$ cat config.mk
export PLATFORM = sky130hd
export DESIGN_NAME = uart_rx_frontend_flat
export DESIGN_NICKNAME = d
export VERILOG_FILES = /design/src/rtl/uart_rx_frontend_pkg.sv /design/src/rtl/uart_rx_frontend_if.sv /design/src/rtl/uart_sample_vote.sv /design/src/rtl/uart_rx_frontend.sv /design/src/flat_wrapper.sv
export SDC_FILE = /design/constraint.sdc
export NUM_CORES = 1
export LEC_CHECK = 0
export BUFFER_PORTS_ARGS = -buffer_cell sky130_fd_sc_hd__buf_2
export CAP_MARGIN = 15
export CORE_MARGIN = 2
export CORE_UTILIZATION = 58
export DETAILED_ROUTE_END_ITERATION = 10
export PLACE_DENSITY = 0.81
export SLEW_MARGIN = 20
export SYNTH_ARGS = -nofsm -noshare
export SYNTH_HDL_FRONTEND = slang
export SYNTH_SLANG_ARGS = --single-unit
$ cat constraint.sdc
create_clock -name clk_11MHz -period 2 [get_ports clk_11MHz]
set_input_delay 0 -clock clk_11MHz [delete_from_list [all_inputs] [get_ports clk_11MHz]]
set_output_delay 0 -clock clk_11MHz [all_outputs]
set_load 0.05 [all_outputs]
$ cat src/rtl/uart_rx_frontend_pkg.sv
// Shared definitions for the loader's UART receive path: state encoding,
// default bit timing, loader frame markers and the 2-of-3 vote helper.
package uart_rx_frontend_pkg;

  // 11.0592 MHz / 115200 baud
  localparam int DEF_CLKS_PER_BIT = 96;

  typedef enum logic [2:0] {
    ST_IDLE  = 3'd0,
    ST_START = 3'd1,
    ST_DATA  = 3'd2,
    ST_STOP  = 3'd3,
    ST_BREAK = 3'd4
  } rx_state_t;

  // Byte markers the loader FSM looks for in the received stream
  localparam logic [7:0] LDR_SYNC        = 8'hFF;
  localparam logic [7:0] LDR_TYPE_MODEL  = 8'h01;
  localparam logic [7:0] LDR_TYPE_WEIGHT = 8'h02;
  localparam logic [7:0] LDR_TYPE_TENSOR = 8'h03;

  function automatic logic maj3(input logic a, input logic b, input logic c);
    return (a & b) | (a & c) | (b & c);
  endfunction

endpackage

$ cat src/rtl/uart_rx_frontend_if.sv
// Byte stream from the UART receiver to the loader FSM.
interface uart_rx_frontend_if;
  logic [7:0] RxData;
  logic       valid;
  logic       frame_err;
  logic       rx_busy;

  modport master (output RxData, valid, frame_err, rx_busy);
  modport slave  (input  RxData, valid, frame_err, rx_busy);
endinterface

$ cat src/rtl/uart_sample_vote.sv
// Three-tap history of the synchronised line and a registered 2-of-3 vote,
// so a single-cycle spike near a bit centre cannot flip the sampled bit.
module uart_sample_vote
  import uart_rx_frontend_pkg::*;
(
  input  logic clk_11MHz,
  input  logic reset,
  input  logic rx_s,
  output logic vote
);

  logic [1:0] taps;

  // The vote seen in cycle t covers rx_s from cycles t-3, t-2 and t-1
  always_ff @(posedge clk_11MHz) begin
    if (reset) begin
      taps <= 2'b11;
      vote <= 1'b1;
    end else begin
      taps <= {taps[0], rx_s};
      vote <= maj3(taps[1], taps[0], rx_s);
    end
  end

endmodule

$ cat src/rtl/uart_rx_frontend.sv
// 8N1 serial byte receiver: synchroniser, bit timer and frame FSM that hands
// each good byte to the loader with a one-cycle valid strobe.
module uart_rx_frontend
  import uart_rx_frontend_pkg::*;
#(
  parameter int CLKS_PER_BIT = DEF_CLKS_PER_BIT,
  parameter int CNT_WIDTH    = 8,
  parameter int SYNC_STAGES  = 2
) (
  input  logic                clk_11MHz,
  input  logic                reset,
  input  logic                rx_pin,
  uart_rx_frontend_if.master  rx_if
);

  localparam int MID = CLKS_PER_BIT / 2 - 1;
  // The vote covering timer values MID-1..MID+1 is readable at MID+2
  localparam logic [CNT_WIDTH-1:0] START_DECIDE = CNT_WIDTH'(MID + 2);
  localparam logic [CNT_WIDTH-1:0] BIT_END      = CNT_WIDTH'(CLKS_PER_BIT - 1);

  logic [SYNC_STAGES-1:0] sync_q;
  logic                   rx_s;
  logic                   vote;

  rx_state_t              state;
  logic [CNT_WIDTH-1:0]   timer;
  logic [CNT_WIDTH-1:0]   timer_inc;
  logic [2:0]             bit_idx;
  logic [7:0]             shreg;
  logic [7:0]             rxdata_q;
  logic                   valid_q;
  logic                   frame_err_q;
  logic                   busy_q;

  // NOTE: non-blocking, so each stage takes the previous stage's old value.
  always_ff @(posedge clk_11MHz) begin
    if (reset) sync_q <= '1;
    else       sync_q <= {sync_q[SYNC_STAGES-2:0], rx_pin};
  end

  assign rx_s = sync_q[SYNC_STAGES-1];

  uart_sample_vote u_vote (
    .clk_11MHz (clk_11MHz),
    .reset     (reset),
    .rx_s      (rx_s),
    .vote      (vote)
  );

  assign timer_inc = (&timer) ? timer : timer + CNT_WIDTH'(1);

  always_ff @(posedge clk_11MHz) begin
    if (reset) begin
      state       <= ST_IDLE;
      timer       <= '0;
      bit_idx     <= '0;
      shreg       <= '0;
      rxdata_q    <= '0;
      valid_q     <= 1'b0;
      frame_err_q <= 1'b0;
      busy_q      <= 1'b0;
    end else begin
      // NOTE: strobes default low here; a later assignment in the case wins.
      valid_q     <= 1'b0;
      frame_err_q <= 1'b0;
      timer       <= timer_inc;
      case (state)
        ST_IDLE: begin
          timer  <= '0;
          busy_q <= 1'b0;
          if (!rx_s) begin
            state  <= ST_START;
            busy_q <= 1'b1;
          end
        end
        ST_START: begin
          if (timer == START_DECIDE) begin
            timer   <= '0;
            bit_idx <= '0;
            if (vote) begin
              state  <= ST_IDLE;
              busy_q <= 1'b0;
            end else begin
              state <= ST_DATA;
            end
          end
        end
        ST_DATA: begin
          if (timer == BIT_END) begin
            timer   <= '0;
            shreg   <= {vote, shreg[7:1]};
            bit_idx <= bit_idx + 3'd1;
            if (bit_idx == 3'd7) state <= ST_STOP;
          end
        end
        ST_STOP: begin
          // Leaves the stop bit at its centre so a start edge right after it is seen
          if (timer == BIT_END) begin
            timer <= '0;
            if (vote) begin
              rxdata_q <= shreg;
              valid_q  <= 1'b1;
              state    <= ST_IDLE;
              busy_q   <= 1'b0;
            end else begin
              frame_err_q <= 1'b1;
              state       <= ST_BREAK;
            end
          end
        end
        ST_BREAK: begin
          if (!rx_s) begin
            timer <= '0;
          end else if (timer == BIT_END) begin
            timer  <= '0;
            state  <= ST_IDLE;
            busy_q <= 1'b0;
          end
        end
        default: begin
          state  <= ST_IDLE;
          busy_q <= 1'b0;
        end
      endcase
    end
  end

  assign rx_if.RxData    = rxdata_q;
  assign rx_if.valid     = valid_q;
  assign rx_if.frame_err = frame_err_q;
  assign rx_if.rx_busy   = busy_q;

endmodule
$ cat src/flat_wrapper.sv
// flat-port wrapper written by rule: the top's interface ports become plain ports
module uart_rx_frontend_flat import uart_rx_frontend_pkg::*;
#(
  parameter int CLKS_PER_BIT = DEF_CLKS_PER_BIT,
  parameter int CNT_WIDTH    = 8,
  parameter int SYNC_STAGES  = 2
)
  (clk_11MHz, reset, rx_pin, rx_if_RxData, rx_if_valid, rx_if_frame_err, rx_if_rx_busy);
  uart_rx_frontend_if rx_if_i ();
  input  logic clk_11MHz;
  input  logic reset;
  input  logic rx_pin;
  output wire logic [$bits(rx_if_i.RxData)-1:0] rx_if_RxData;
  output wire logic [$bits(rx_if_i.valid)-1:0] rx_if_valid;
  output wire logic [$bits(rx_if_i.frame_err)-1:0] rx_if_frame_err;
  output wire logic [$bits(rx_if_i.rx_busy)-1:0] rx_if_rx_busy;
  assign rx_if_RxData = rx_if_i.RxData;
  assign rx_if_valid = rx_if_i.valid;
  assign rx_if_frame_err = rx_if_i.frame_err;
  assign rx_if_rx_busy = rx_if_i.rx_busy;
  uart_rx_frontend #(.CLKS_PER_BIT(CLKS_PER_BIT), .CNT_WIDTH(CNT_WIDTH), .SYNC_STAGES(SYNC_STAGES)) u_core (.clk_11MHz(clk_11MHz), .reset(reset), .rx_pin(rx_pin), .rx_if(rx_if_i));
endmodule
== Word level (Yosys, flattened, before mapping) ==
Cells that the tools add are included.

* Add/subtract/negate cells: 2
* Multipliers: 0
* Div/mod/pow operators: 0
* Order comparisons: 0
* Equality and inequality tests: 14
* Shifts and indexed selects: 0
* Muxes and demuxes: 27
* Bitwise gates (word level): 8
* Reduce and logical (&&, ||, !) cells: 10

{| class="wikitable"
|+ Operators with widths
! operator !! number
|-
| two-way mux 8 bit || 4
|-
| one-hot mux 8 bit (4 select lines) || 1
|-
| two-way mux 3 bit || 10
|-
| one-hot mux 3 bit (5 select lines) || 1
|-
| inequality test 2 x 1 -> 1 bit (second input constant) || 6
|-
| adder 8 x 1 -> 8 bit (second input constant) || 1
|-
| == test 8 x 6 -> 1 bit (second input constant) || 1
|-
| == test 8 x 7 -> 1 bit (second input constant) || 1
|-
| two-way mux 1 bit || 8
|-
| AND reduction 8 bit || 1
|-
| AND reduction 7 bit || 1
|-
| == test 3 x 2 -> 1 bit (second input constant) || 2
|-
| == test 3 bit (second input constant) || 2
|-
| one-hot mux 3 bit (2 select lines) || 1
|-
| AND reduction 3 bit || 2
|-
| one-hot mux 1 bit (5 select lines) || 1
|-
| AND reduction 5 bit || 1
|-
| adder 3 x 1 -> 3 bit (second input constant) || 1
|-
| bitwise AND 1 bit || 3
|-
| == test 3 x 1 -> 1 bit (second input constant) || 1
|-
| zero test 3 bit || 1
|-
| inverter 1 bit || 3
|-
| OR reduction 3 bit || 1
|-
| two-way mux 2 bit || 1
|-
| other kinds (5) || 6
|}

* Bits in registers: 38
* Latch bits: 0
* Memory bits (writable): 0
* Memory bits (read-only): 0
* Output and inout port bits: 11
* Logic and storage cells: 72
* Memories kept: 0

== Depth between registers and ports, before layout ==
* Depth in word-level cells: 5
* Gate-level depth with buffers: 7
* Depth with buffers taken out: 6

== Cells and area by module ==
A second synthesis with hierarchy kept.

* Cells, all modules: 184
* Area, all modules: 1,697.9 µm²

{| class="wikitable"
|+ By module, submodules not included
! module !! times used !! cells each !! area each (µm²) !! sequential area each (µm²)
|-
| uart_rx_frontend || 1 || 176 || 1,604.0 || 700.7
|-
| uart_sample_vote || 1 || 8 || 93.8 || 60.1
|}

== Least setup slack after synthesis ==
OpenSTA, ideal clock, no wires.

* Path kind: register to register
* From: reg u_core.timer[0]
* To: reg u_core.state[1]
* Setup time: 0.123 ns
* Arrival: 1.656 ns
* Required time: 1.877 ns
* Path slack: 0.221 ns
* Cell stages (with the launch flop): 7
* Path buffers: 1
* Clock period less this slack: 1.779 ns
* Path through: dfxtp_1 ha_1 and4_1 buf_6 a41oi_1 a211oi_1 mux2_1

* Word-level cells in the longest chain between the ends: 3
* Elaborated cells on any way between the ends: 7

{| class="wikitable"
|+ Ends and longest elaborated chain
! element !! RTL line !! RTL
|-
| start, declared || uart_rx_frontend.sv:26 || <nowiki>logic [CNT_WIDTH-1:0] timer;</nowiki>
|-
| start signal, assigned || uart_rx_frontend.sv:66 || <nowiki>timer <= timer_inc;</nowiki>
|-
| == test 8 x 7 -> 1 bit or == test 8 x 6 -> 1 bit (tied branches) || - ||
|-
| inequality test 2 x 1 -> 1 bit (no line) || - ||
|-
| AND reduction 7 bit (no line) (*) || - ||
|-
| end signal, assigned || uart_rx_frontend.sv:93 || <nowiki>if (bit_idx == 3'd7) state <= ST_STOP;</nowiki>
|-
| end signal, assigned || uart_rx_frontend.sv:103 || <nowiki>state <= ST_IDLE;</nowiki>
|-
| end signal, assigned || uart_rx_frontend.sv:116 || <nowiki>state <= ST_IDLE;</nowiki>
|-
| end, declared || uart_rx_frontend.sv:25 || <nowiki>rx_state_t state;</nowiki>
|}

Every way passes the cells marked *; elsewhere a longest branch is shown, timed or not.
A chain may end at the register's enable or synchronous reset.

== Worst setup path in the final report ==
* From: reg u_core.timer[1]
* To: reg u_core.timer[1]

* Word-level cells in the longest chain between the ends: 5
* Elaborated cells on any way between the ends: 9

{| class="wikitable"
|+ Ends and longest elaborated chain
! element !! RTL line !! RTL
|-
| adder 8 x 1 -> 8 bit or AND reduction 8 bit (tied branches) || uart_rx_frontend.sv:50 || <nowiki>assign timer_inc = (&timer) ? timer : timer + CNT_WIDTH'(1);</nowiki>
|-
| two-way mux 8 bit || uart_rx_frontend.sv:50 ||
|-
| two-way mux 8 bit || uart_rx_frontend.sv:89, uart_rx_frontend.sv:98, uart_rx_frontend.sv:114 ||
|-
| two-way mux 8 bit || uart_rx_frontend.sv:112 || <nowiki>if (!rx_s) begin</nowiki>
|-
| one-hot mux 8 bit (4 select lines) (*) || uart_rx_frontend.sv:67 || <nowiki>case (state)</nowiki>
|}

Marked as above.

==> flow_metrics.env <==
export IMPL_status="completed"
export IMPL_htreeDepth=2
export IMPL_setup_slack_ps=144
export IMPL_cts_root_buf="clkbuf_4"
export IMPL_gp_congestion=0.857
export IMPL_r2r_setup_slack_ps=140
export IMPL_path_cells="ha_1 > and4_2 > nand2_2 > or3b_1 > a221oi_2"
export IMPL_diodes=0
export IMPL_relSlewSlack_pct=65.9
export IMPL_cp_data_required_time_ps=2240
export IMPL_critPathTopFamily="simple AND/OR/NAND/NOR gates"
export IMPL_crit_path_end_kind="register"
export IMPL_drive_gt1_share_pct=18.6
export IMPL_synthesis_nets=192
export IMPL_leakagePower_nw=0.668
export IMPL_synth_edff_count=0
export IMPL_irDropWorstVdd_v=0.000647
export IMPL_synth_commonest_cells="38 x dfxtp_1, 23 x nand2_1, 22 x a21oi_1"
export IMPL_max_stage_delay_ps=520
export IMPL_fill_cells=233
export IMPL_wl_per_cell_um=13.5
export IMPL_syn_to_final_growth_pct=7.96
export IMPL_tightest_slew_ps=512
export IMPL_arrival_ps=2100
export IMPL_synth_most_common_cell="dfxtp_1"
export IMPL_die_area_um2=3350
export IMPL_maxCapViolations=0
export IMPL_path_clk_slew_ps=110
export IMPL_min_to="u_core.rx_if.RxData[6]$_SDFFE_PP0P_"
export IMPL_nets=206
export IMPL_rsz0062_at_grt="false"
export IMPL_tns_ps=0
export IMPL_grt_max_degree=34
export IMPL_hold_viol=0
export IMPL_powerDensity_nw_per_um2=641
export IMPL_synth_area_leaders="dfxtp_1 45%, a21oi_1 6.5%, mux2i_1 5.4%"
export IMPL_rr_worst_depth=5
export IMPL_synth_cell_type_count=39
export IMPL_multi_input_area_um2=850
export IMPL_cts_buffer_depth=2
export IMPL_ys_flop_type="dfxtp_1"
export IMPL_start_kind="register"
export IMPL_r2r_start="u_core.timer[1]$_SDFF_PP0_"
export IMPL_via_per_inst=5.93
export IMPL_slew_violations=0
export IMPL_max_freq_mhz=539
export IMPL_crit_fanout=8
export IMPL_wirelength_um=3100
export IMPL_finalCritPeriodShare_pct=92.8
export IMPL_vias=1365
export IMPL_fin_area_um2=1820
export IMPL_drtAntennaViolNets=0
export IMPL_period_needed_ps=1860
export IMPL_ioPinCount=14
export IMPL_drt_initial_drc_count=67
export IMPL_dpl_instance_area_um2=1760
export IMPL_synth_seq_area_share_pct=45.2
export IMPL_cts_post_setup_buffers_inserted=0
export IMPL_clkLatencyLatePin_ps=340
export IMPL_overflow=0
export IMPL_regArea_um2=761
export IMPL_cp_num_buf_inv=0
export IMPL_syn_inst=185
export IMPL_clkSinkCount=38
export IMPL_grt_pass1_vias=1268
export IMPL_portBuffers=13
export IMPL_row_count=19
export IMPL_synth_seq_cells=38
export IMPL_grt_usage_pct=21.1
export IMPL_hold_class="input pin to register"
export IMPL_post_place_ws_ps=118
export IMPL_yosysTopAreaCellShare_pct=45.2
export IMPL_crit_type="register to register"
export IMPL_postLayoutCoreUtil_pct=65.9
export IMPL_yosysTopAreaCell="dfxtp_1"
export IMPL_start_util_pct=61.0
export IMPL_dp_hpwl_um=2120
export IMPL_setup_viol=0
export IMPL_reg2reg_to="u_core.timer[1]$_SDFF_PP0_"
export IMPL_antenna_found_initial=0
export IMPL_ys_async_sr_fraction_pct=0
export IMPL_hp_start="reset"
export IMPL_grt_pass1_wl_um=5430
export IMPL_dieHeight_um=57.9
export IMPL_syn_cell_area_um2=1680
export IMPL_yosysWarningCount=0
export IMPL_fin_hold_ws_ps=109
export IMPL_core_area_um2=2760
export IMPL_min_path_cells=2
export IMPL_cpMaxStageDelayCell="or3b_1"
export IMPL_drt_pass1_iterations=4
export IMPL_route_detailed_drc=0
export IMPL_synth_area_per_cell_um2=9.10
export IMPL_die_x_um=57.9
export IMPL_cts_made_buffers=5
export IMPL_cts_tree="built"
export IMPL_fin_worst_skew_ps=14.8
==> layer usage <==
layer	up-vias	global-route usage, %	wire length [um]
li1	692	-	-
met1	636	26.4	1410
met2	31	34.4	1520
met3	6	6.92	128
met4	0	7.31	34
met5	-	0	0
==> where the power goes <==
group / leakage [nW] / switching [W] / internal (W)
registers: 0.307 / 0.00000508 / 0.000761
logic: 0.331 / 0.0000222 / 0.0000142
clock network: 0.0308 / 0.000236 / 0.000126
==> worst reg2reg max path, cell delays in order (launching register included) <==
cell	delay, ps
dfxtp_1	350
ha_1	200
and4_2	300
nand2_2	100
or3b_1	520
a221oi_2	300
==> worst max path at each step <==
stage / start / endpoint / slack [ps] / cells past startpoint
5_1_grt: u_core.timer[1]$_SDFF_PP0_ / u_core.timer[3]$_SDFF_PP0_ / 20 / 5
6_report: u_core.timer[1]$_SDFF_PP0_ / u_core.timer[1]$_SDFF_PP0_ / 140 / 5
3_5_place_dp: u_core.timer[1]$_SDFF_PP0_ / u_core.state[1]$_SDFFE_PP0P_ / 120 / 5
4_1_cts: u_core.timer[1]$_SDFF_PP0_ / u_core.state[1]$_SDFFE_PP0P_ / 120 / 5
3_3_place_gp: u_core.timer[1]$_SDFF_PP0_ / u_core.state[1]$_SDFFE_PP0P_ / 210 / 5
2_1_floorplan: u_core.timer[0]$_SDFF_PP0_ / u_core.state[1]$_SDFFE_PP0P_ / 220 / 6
==> cells in the final DEF (no fill, tap or decap), drive strengths merged, types with 2 or more instances in the layout <==
cell type | netlist | layout
nor2b | 3 | 3
a211oi | 2 | 2
and4 | 4 | 4
inv | 2 | 2
a221oi | 4 | 4
a21oi | 22 | 22
and3 | 2 | 2
nor3b | 3 | 3
nor3 | 3 | 3
nand3 | 7 | 7
nand4 | 3 | 3
nand2b | 2 | 2
nand2 | 24 | 24
ha | 4 | 4
or2 | 4 | 4
dfxtp | 38 | 38
clkbuf | 5 | 5
nor2 | 18 | 18
a31oi | 3 | 3
and4b | 2 | 2
mux2i | 9 | 9
buf | 7 | 18
clkinv | 0 | 2
==> cell type report <==
| cell class | instances | area share (%) |
|---|---|---|
| clock buffers | 5 | 2.07 |
| clock inverters | 2 | 0.551 |
| inverters | 2 | 0.413 |
| multi-input cells | 133 | 46.8 |
| flip-flops and latches | 38 | 41.9 |
| well taps | 31 | 2.13 |
| repair buffers | 19 | 6.20 |
==> per-stage QoR <==
stage	std cells	power, W
floorplan	185	0.000809
global placement	222	0.000817
detailed placement	222	0.000819
CTS	230	0.00118
global route	230	0.00122
finish	230	0.00117
==> logic make-up after synthesis <==
group                      after synthesis  share of synthesized area (%)
buffers and inverters                   14                           4.39
xor gates and xnor gates                 2                           1.04
muxes                                   10                           6.02
AOI/OAI and AO/OA                       38                           15.6
and+or+nand+nor                         79                           24.8
DFF                                     38                           45.2
adders and majority gates                4                           2.97
==> state kept, by name, indices dropped and copies added (netlist names) <==
register and count:
u_core.rx_if.valid 1, u_core.timer 8, u_core.state 3, u_core.rx_if.RxData 8, u_core.u_vote.vote 1, u_core.sync_q 2, u_core.shreg 8, u_core.bit_idx 3
u_core.rx_if.frame_err 1, u_core.u_vote.taps 2, u_core.rx_if.rx_busy 1
==> repair_timing <==
item | CTS | global route
hold buffers | 1 | 0
setup endpoints to repair | 0 | 2
resized for setup | 0 | 1
hold endpoints to repair | 1 | 0
Power figures use the tool's default switching activity.
